File: src/rtl/uart_alarma_cmd.sv
// rtl/uart_alarma_cmd.sv - 8N1 UART receiver and ASCII command parser for alarm time set/stop
module uart_alarma_cmd #(
  parameter int CLKS_PER_BIT = 434
) (
  input  logic       clock,
  input  logic       reset,
  input  logic       rx,
  output logic [4:0] ore_setare,
  output logic [5:0] minute_setare,
  output logic       load,
  output logic       stop,
  output logic       err,
  output logic       busy
);

  localparam int CNT_W = $clog2(CLKS_PER_BIT);
  localparam logic [CNT_W-1:0] HALF_M1 = CNT_W'(CLKS_PER_BIT / 2 - 1);
  localparam logic [CNT_W-1:0] FULL_M1 = CNT_W'(CLKS_PER_BIT - 1);

  localparam logic [1:0] RX_IDLE  = 2'd0;
  localparam logic [1:0] RX_START = 2'd1;
  localparam logic [1:0] RX_DATA  = 2'd2;
  localparam logic [1:0] RX_STOP  = 2'd3;

  localparam logic [2:0] P_WAIT_CMD = 3'd0;
  localparam logic [2:0] P_H1       = 3'd1;
  localparam logic [2:0] P_H0       = 3'd2;
  localparam logic [2:0] P_COLON    = 3'd3;
  localparam logic [2:0] P_M1       = 3'd4;
  localparam logic [2:0] P_M0       = 3'd5;
  localparam logic [2:0] P_END_SET  = 3'd6;
  localparam logic [2:0] P_END_STOP = 3'd7;

  localparam logic [7:0] CH_A     = 8'h41;
  localparam logic [7:0] CH_S     = 8'h53;
  localparam logic [7:0] CH_CR    = 8'h0D;
  localparam logic [7:0] CH_LF    = 8'h0A;
  localparam logic [7:0] CH_COLON = 8'h3A;

  logic             r_rx_s1;
  logic             r_rx_s2;
  logic             r_rx_prev;
  logic [1:0]       r_rx_state;
  logic [CNT_W-1:0] r_cnt;
  logic [2:0]       r_bit_idx;
  logic [7:0]       r_shift;

  logic [2:0]       r_pstate;
  logic [3:0]       r_h1;
  logic [3:0]       r_h0;
  logic [3:0]       r_m1;
  logic [3:0]       r_m0;
  logic [4:0]       r_ore;
  logic [5:0]       r_min;
  logic             r_load;
  logic             r_stop;
  logic             r_err;

  logic             w_start_edge;
  logic             w_stop_sample;
  logic             w_byte_valid;
  logic             w_frame_err;
  logic [7:0]       w_byte;
  logic [3:0]       w_digit;
  logic             w_is_digit;
  logic [4:0]       w_h1x;
  logic [4:0]       w_hour;
  logic [5:0]       w_m1x;
  logic [5:0]       w_minute;

  assign w_start_edge  = (r_rx_state == RX_IDLE) && r_rx_prev && !r_rx_s2;
  assign w_stop_sample = (r_rx_state == RX_STOP) && (r_cnt == FULL_M1);
  assign w_byte_valid  = w_stop_sample && r_rx_s2;
  assign w_frame_err   = w_stop_sample && !r_rx_s2;
  assign w_byte        = r_shift;

  // ASCII digits are 0x30..0x39, so once validated the low nibble is the byte minus 0x30
  assign w_digit    = w_byte[3:0];
  assign w_is_digit = (w_byte >= 8'h30) && (w_byte <= 8'h39);

  // tens*10 built from shifts; ranges are pre-checked so neither width overflows
  assign w_h1x    = {1'b0, r_h1};
  assign w_hour   = (w_h1x << 3) + (w_h1x << 1) + {1'b0, r_h0};
  assign w_m1x    = {2'b00, r_m1};
  assign w_minute = (w_m1x << 3) + (w_m1x << 1) + {2'b00, r_m0};

  assign busy          = (r_rx_state != RX_IDLE) || w_start_edge;
  assign ore_setare    = r_ore;
  assign minute_setare = r_min;
  assign load          = r_load;
  assign stop          = r_stop;
  assign err           = r_err;

  // Two-flop synchronizer plus one history flop for falling-edge detection
  always_ff @(posedge clock or negedge reset) begin
    if (!reset) begin
      r_rx_s1   <= 1'b1;
      r_rx_s2   <= 1'b1;
      r_rx_prev <= 1'b1;
    end else begin
      r_rx_s1   <= rx;
      r_rx_s2   <= r_rx_s1;
      r_rx_prev <= r_rx_s2;
    end
  end

  // Bit-level receiver: mid-bit sampling driven from the start-edge detect cycle
  always_ff @(posedge clock or negedge reset) begin
    if (!reset) begin
      r_rx_state <= RX_IDLE;
      r_cnt      <= '0;
      r_bit_idx  <= 3'd0;
      r_shift    <= 8'h00;
    end else begin
      case (r_rx_state)
        RX_IDLE: begin
          if (w_start_edge) begin
            r_rx_state <= RX_START;
            r_cnt      <= '0;
            r_bit_idx  <= 3'd0;
          end
        end
        RX_START: begin
          if (r_cnt == HALF_M1) begin
            r_cnt      <= '0;
            // a line that is high again at mid-start was a glitch, not a frame
            r_rx_state <= r_rx_s2 ? RX_IDLE : RX_DATA;
          end else begin
            r_cnt <= r_cnt + 1'b1;
          end
        end
        RX_DATA: begin
          if (r_cnt == FULL_M1) begin
            r_cnt     <= '0;
            r_shift   <= {r_rx_s2, r_shift[7:1]};
            r_bit_idx <= r_bit_idx + 3'd1;
            if (r_bit_idx == 3'd7) begin
              r_rx_state <= RX_STOP;
            end
          end else begin
            r_cnt <= r_cnt + 1'b1;
          end
        end
        default: begin
          if (r_cnt == FULL_M1) begin
            r_cnt      <= '0;
            r_rx_state <= RX_IDLE;
          end else begin
            r_cnt <= r_cnt + 1'b1;
          end
        end
      endcase
    end
  end

  // Command parser: one byte per byte_valid, outputs committed only on the final CR
  always_ff @(posedge clock or negedge reset) begin
    if (!reset) begin
      r_pstate <= P_WAIT_CMD;
      r_h1     <= 4'd0;
      r_h0     <= 4'd0;
      r_m1     <= 4'd0;
      r_m0     <= 4'd0;
      r_ore    <= 5'd0;
      r_min    <= 6'd0;
      r_load   <= 1'b0;
      r_stop   <= 1'b0;
      r_err    <= 1'b0;
    end else begin
      r_load <= 1'b0;
      r_stop <= 1'b0;
      r_err  <= 1'b0;
      if (w_frame_err) begin
        r_err    <= 1'b1;
        r_pstate <= P_WAIT_CMD;
      end else if (w_byte_valid) begin
        // every rejected byte is consumed and the parser restarts from WAIT_CMD
        r_pstate <= P_WAIT_CMD;
        case (r_pstate)
          P_WAIT_CMD: begin
            if (w_byte == CH_A) begin
              r_pstate <= P_H1;
            end else if (w_byte == CH_S) begin
              r_pstate <= P_END_STOP;
            end else if ((w_byte != CH_CR) && (w_byte != CH_LF)) begin
              r_err <= 1'b1;
            end
          end
          P_H1: begin
            if ((w_byte >= 8'h30) && (w_byte <= 8'h32)) begin
              r_h1     <= w_digit;
              r_pstate <= P_H0;
            end else begin
              r_err <= 1'b1;
            end
          end
          P_H0: begin
            if (w_is_digit && ((r_h1 != 4'd2) || (w_byte <= 8'h33))) begin
              r_h0     <= w_digit;
              r_pstate <= P_COLON;
            end else begin
              r_err <= 1'b1;
            end
          end
          P_COLON: begin
            if (w_byte == CH_COLON) begin
              r_pstate <= P_M1;
            end else begin
              r_err <= 1'b1;
            end
          end
          P_M1: begin
            if ((w_byte >= 8'h30) && (w_byte <= 8'h35)) begin
              r_m1     <= w_digit;
              r_pstate <= P_M0;
            end else begin
              r_err <= 1'b1;
            end
          end
          P_M0: begin
            if (w_is_digit) begin
              r_m0     <= w_digit;
              r_pstate <= P_END_SET;
            end else begin
              r_err <= 1'b1;
            end
          end
          P_END_SET: begin
            if (w_byte == CH_CR) begin
              r_ore  <= w_hour;
              r_min  <= w_minute;
              r_load <= 1'b1;
            end else begin
              r_err <= 1'b1;
            end
          end
          default: begin
            if (w_byte == CH_CR) begin
              r_stop <= 1'b1;
            end else begin
              r_err <= 1'b1;
            end
          end
        endcase
      end
    end
  end

endmodule

File: config.mk
export PLATFORM = sky130hd
export DESIGN_NAME = uart_alarma_cmd
export DESIGN_NICKNAME = d
export VERILOG_FILES = /design/src/rtl/uart_alarma_cmd.sv
export SDC_FILE = /design/constraint.sdc
export NUM_CORES = 1
export LEC_CHECK = 0
export CAP_MARGIN = 20
export CELL_PAD_IN_SITES_DETAIL_PLACEMENT = 1
export CELL_PAD_IN_SITES_GLOBAL_PLACEMENT = 1
export CORE_UTILIZATION = 42
export CTS_CLUSTER_DIAMETER = 50
export DETAILED_ROUTE_END_ITERATION = 8
export DONT_BUFFER_PORTS = 1
export GPL_ROUTABILITY_DRIVEN = 0
export GPL_TIMING_DRIVEN = 0
export PLACE_DENSITY_LB_ADDON = 0.05
export SLEW_MARGIN = 20
export SYNTH_ARGS = -nofsm -noshare
export SYNTH_HDL_FRONTEND = slang
export SYNTH_SLANG_ARGS = --single-unit
File: constraint.sdc
create_clock -name clock -period 2.7 [get_ports clock]
set_clock_uncertainty 0.05 [all_clocks]
set_input_delay 0.675 -clock clock [delete_from_list [all_inputs] [get_ports clock]]
set_output_delay 0.675 -clock clock [all_outputs]
set_load 0.1 [all_outputs]
==> run metrics, run 1 <==
status completed; die width 87.1 um; vias in the first global route 2237; clock latency on the worst-skew pair 0.35 ns; R2R cell count 7; area post-placement 0.00316 mm^2; DRC 0; worst setup path startpoint r_rx_s2$_DFF_PN1_; Slowest Stage Delay on Critical Path 0.57 ns; die extent in y 87.1 um; max cap viols 0; nets 294; All-Layer GR Usage 20.4%; period utilization 94.2%; register bit count reported by yosys 58; Worst Path Max Fanout 9; initial antenna violation count 0; Final Hold Fails 0; Buf/Inv on CP 2; Reg power frac 46.0%; non-filler cells in the finished layout 374; IO buf count 0; first-pass GRT wire length 11500 um; relative slew slack 38.8%; Site Rows 30; FF-to-FF End ore_setare[1]$_DFFE_PN0P_; Vias/cell 5.53; syn_nets 282; cell depth of the worst setup path 3; clock buffer count from CTS 9; CP endpoint kind output port; DRT Wirelength 6610 um; Cells after Synth 261; Logic pwr share 15.4%; synth unique cells 51; initial core utilization 44.1%; Max Slew Vio Count 0; Starting DRT DRC Count 63; Top Ports 18; clock power share 38.6%; htree depth 3; Post-synth top flop dfrtp_1; DR WL/cell 17.7 um; P_int 1.47 mW; final instance area 0.00340 mm^2; diode count 0; Post-Syn Area 0.00304 mm^2; Worst Hold Class input pin to async pin; clk buf depth 2; RSZ-0062 raised after global routing no; Sw Share 31.1%; worst setup path end busy; highest-count cells in the layout ignoring fill and taps dfrtp_1, mux2_2, nor2_1; Leakage 1.62 nW; Seq/Total Area, Yosys 47.8%; R2R Setup Slk 0.38 ns; Power Density 628 mW/mm^2; Routed Antenna Nets 0; Syn. warnings 0; Num Clock Sinks 58; CTS tree done; Worst-Margin Slew 0.918 ns; dpl hpwl 4500 um; Min Clock Period, post-route 2.54 ns; Fin Setup TNS 0 ns; crit path max-delay cell type dfstp_2; vias 2068; post-CTS setup buffer count 0; largest net degree at the start of global routing 56; core area 0.00691 mm^2; cell total after placement 357; Worst VDD drop 0.000292 V; Clk pin slew, worst setup/hold paths 0.07 ns; switching power 0.663 mW; cell family with most CP delay flip-flops; RR Startpoint r_cnt[1]$_DFFE_PN0P_; Layout Area Growth over Synthesis 11.7%; gr ovfl total 0; FMAX 393 MHz; setup violation total in the final timing report 0; CP Cell Sequence inv_1 -> a211oi_2 -> inv_2; Crit Path Class flop to output port; Startpoint Class flop; Fill cells 789; fin util 49.2%; Critical Path RT 1.98 ns; die area 0.00759 mm^2; share of cells above drive strength 1 24.8%; First-pass DRT Iterations 4; EDFF count, synth 0; Worst Path Arrival 1.82 ns; Avg Cell Area, Syn 11.7 um^2; CTS Root Cell clkbuf_8; async set-reset flop share out of synthesis 100%; most common cell after layout, fill and taps aside dfrtp_1
-- through the flow --
| step | power (mW) | worst slack [ns] | hold WS, ns |
|---|---|---|---|
| global route | 2.26 | 0.0306 | 0.0907 |
| floorplan | 1.23 | 0.544 | 0.295 |
| global placement | 1.30 | 0.243 | 0.296 |
| CTS | 2.18 | 0.124 | 0.0888 |
| finish | 2.13 | 0.157 | 0.112 |
| detailed placement | 1.31 | 0.223 | 0.297 |
-- layer usage --
| layer | share of wire (%) | wire (um) | global-route usage (%) | vias to the layer above |
|---|---|---|---|---|
| met5 | 0 | 0 | 0 | - |
| li1 | - | - | - | 981 |
| met1 | 50 | 3310 | 28.1 | 1049 |
| met3 | 3.5 | 231 | 5.31 | 10 |
| met4 | 1.7 | 115 | 8.05 | 0 |
| met2 | 45 | 2960 | 30.6 | 28 |
-- logic make-up (layout without fill, tap and decap cells) --
logic type      count (synthesis)  after routing  share of synthesized area (%)
simple gates                   78             78                           15.6
flops                          58             58                           47.8
compound gates                 51             51                           11.5
mux                            32             32                           12.2
fa+ha+maj                      18             18                           8.38
buf+inv                        17             34                           2.51
xor+xnor                        7              7                           2.01
-- final cells by class --
class / count / area (um^2) / share of cell area, %
Tap cell: 96 / 120 / 3.53
Buffer: 11 / 53.8 / 1.58
Clock inverter: 6 / 66.3 / 1.95
Clock buffer: 10 / 138 / 4.05
Sequential cell: 58 / 1460 / 42.8
Inverter: 6 / 22.5 / 0.662
Multi-Input combinational cell: 186 / 1520 / 44.6
Timing Repair Buffer: 1 / 27.5 / 0.809
-- worst min-delay path by stage --
stage | start | endpoint | slack [ns]
2_1_floorplan | r_rx_s1$_DFF_PN1_ | r_rx_s2$_DFF_PN1_ | 0.30
3_3_place_gp | r_rx_s1$_DFF_PN1_ | r_rx_s2$_DFF_PN1_ | 0.30
3_5_place_dp | r_rx_s1$_DFF_PN1_ | r_rx_s2$_DFF_PN1_ | 0.30
4_1_cts | reset | r_rx_s2$_DFF_PN1_ | 0.09
5_1_grt | reset | r_rx_s2$_DFF_PN1_ | 0.09
6_report | reset | r_rx_s2$_DFF_PN1_ | 0.11
-- sequential cells by signal (all words and copies together) (netlist names), 2 cells and up --
signal and count:
minute_setare 6, ore_setare 5, r_bit_idx 3, r_cnt 9, r_h0 4, r_h1 4, r_m0 4, r_m1 4
r_pstate 3, r_rx_state 2, r_shift 8
-- synthesized netlist by cell type (all sizes together) (6+ instances only) --
library cell | instances | area [um^2]
inv | 6 | 22.5
nor2 | 19 | 71.3
clkbuf | 6 | 22.5
a21oi | 14 | 70.1
nand3 | 8 | 40.0
o21ai | 6 | 33.8
xnor2 | 6 | 52.6
dfrtp | 55 | 1380
nand2 | 14 | 52.6
mux2 | 32 | 372
a22o | 7 | 61.3
ha | 14 | 175
a31oi | 7 | 43.8
-- power by group through the flow --
| stage | sequential (mW) | clock (mW) | combinational, mW |
|---|---|---|---|
| floorplan | 0.979 | 0 | 0.249 |
| global placement | 0.995 | 0 | 0.306 |
| detailed placement | 0.998 | 0 | 0.313 |
| CTS | 0.981 | 0.855 | 0.339 |
| global route | 0.992 | 0.884 | 0.381 |
| finish | 0.981 | 0.823 | 0.330 |
-- what timing repair did --
action / in CTS / in global routing
endpoints found under the hold margin: 55 / 0
hold buffers: 1 / 0
gates resized for setup: 1 / 0
setup endpoints to repair: 1 / 0
No activity file was read; power rests on OpenSTA's default activity.
==> run 2, diff against run 1 <==
GPL_TIMING_DRIVEN = not set   (was 0)
==> run 2 against run 1 <==
Against the previous run: sequential cell count unchanged; critical path type unchanged; core utilization up 0.42 points; worst setup slack better by 0.15 ns; largest power group unchanged; critical endpoint unchanged.
==> run metrics, run 2 (same netlist as run 1, synthesis figures left out) <==
status completed; largest register by flop count r_cnt; CTS tree done; RSZ-0062 raised after global routing no; Largest register FFs 9; setup violation total in the final timing report 0; Layout Area Growth over Synthesis 12.7%; initial core utilization 44.1%; clock latency on the worst-skew pair 0.33 ns; Min Clock Period, post-route 2.39 ns; core area 0.00691 mm^2; Top Ports 18; CP endpoint kind output port; area of the multi-input gates 0.00151 mm^2; Worst Path Max Fanout 9; Post-CTS Hold Fix Bufs 1; Leakage 1.65 nW; Fin Setup TNS 0 ns; First-pass DRT Iterations 4; die area 0.00759 mm^2; R2R Setup Slk 0.48 ns; hold slack 0.132 ns; crit path max-delay cell type dfstp_2; Final Hold Fails 0; Startpoint Class flop; Clk pin slew, worst setup/hold paths 0.06 ns; DRC 0; met3 wire length 204 um; R2R cell count 6; relative slew slack 38.3%; Num Clock Sinks 58; routed wl met2 2820 um; DRT Wirelength 6510 um; Vias/cell 5.46; post-CTS setup buffer count 0; largest net degree at the start of global routing 56; Routed Antenna Nets 0; CTS Root Cell clkbuf_8; DR WL/cell 17.5 um; gr ovfl total 0; IO buf count 0; Fill cells 768; vias in the first global route 2157; Site Rows 30; initial antenna violation count 0; Starting DRT DRC Count 86; Worst Hold Class input pin to async pin; FF-to-FF End minute_setare[1]$_DFFE_PN0P_; die extent in y 87.1 um; highest-count cells in the layout ignoring fill and taps dfrtp_1, mux2_2, nor2_1; clock buffer count from CTS 9; first-pass GRT wire length 11500 um; Critical Path RT 1.98 ns; cell family with most CP delay flip-flops; Max Slew Vio Count 0; diode count 0; share of cells above drive strength 1 25.6%; htree depth 3; Power Density 642 mW/mm^2; Slowest Stage Delay on Critical Path 0.56 ns; clk buf depth 2; top layer in use met4; Register Area 0.00146 mm^2; CP Cell Sequence inv_1 -> a211oi_1 -> buf_4 -> inv_2; Met1 Wirelength 3450 um; All-Layer GR Usage 20.1%; Worst-Margin Slew 0.925 ns; RR Startpoint r_cnt[1]$_DFFE_PN0P_; Worst VDD drop 0.000320 V; die width 87.1 um; Buf/Inv on CP 3; Worst Path Arrival 1.67 ns; most common cell after layout, fill and taps aside dfrtp_1; max cap viols 0; dpl hpwl 4440 um; nets 293; FMAX 418 MHz; period utilization 88.6%; Crit Path Class flop to output port; vias 2037; CTS resizes 0
==> run 2: cell count changes in the layout (fill, tap and decap cells not counted), sizes merged <==
cell | before | now
buf | 6 | 11
clkbuf | 16 | 15
clkinvlp | 3 | 0
clkinv | 2 | 0
==> run 2: final cells by class <==
| class | count | share of cell area, % |
|---|---|---|
| inverter | 6 | 0.657 |
| timing repair buffer | 11 | 2.99 |
| tap | 96 | 3.50 |
| multi-input combinational | 186 | 44.1 |
| clock inverter | 1 | 0.876 |
| clock buffer | 15 | 5.44 |
| sequential | 58 | 42.4 |
==> run 2: stage by stage <==
step	util (%)	instance area, um^2	std cells	worst slack, ns	power [mW]
after floorplan	-	3040	261	0.544	1.23
after global placement	46.1	3190	356	0.502	1.32
after detailed placement	46.1	3190	356	0.458	1.33
after CTS	49.7	3430	373	0.289	2.23
after global routing	49.7	3430	373	0.188	2.33
final	49.7	3430	373	0.308	2.20
==> run 2: per-layer routing <==
layer	GRT usage (%)	up-vias
met5	0	-
li1	-	981
met3	4.55	4
met1	30.5	1026
met2	28.4	26
met4	6.26	0
==> run 2: how the worst max path moves through the flow <==
stage	cells past startpoint	from	end
after detailed placement	6	r_cnt[1]$_DFFE_PN0P_	minute_setare[0]$_DFFE_PN0P_
final	4	r_rx_s2$_DFF_PN1_	busy
after CTS	4	r_rx_s2$_DFF_PN1_	busy
after floorplan	3	r_rx_s2$_DFF_PN1_	busy
after global placement	4	r_shift[2]$_DFFE_PN0P_	r_h0[0]$_DFFE_PN0P_
after global routing	4	r_rx_s2$_DFF_PN1_	busy
==> run 2: where the power goes <==
group          total, mW  leakage [nW]  internal, mW  switching (mW)
clock              0.866         0.110         0.529           0.338
sequential          1.00         0.791         0.919          0.0814
combinational      0.333         0.749         0.115           0.218
==> run 2: worst register-to-register path, stage by stage (launching register included) <==
cell      delay (ns)
dfrtp_1         0.41
inv_1           0.11
ha_1            0.14
and4bb_2        0.26
nand3b_1        0.21
nor3_4          0.53
mux2_2          0.40
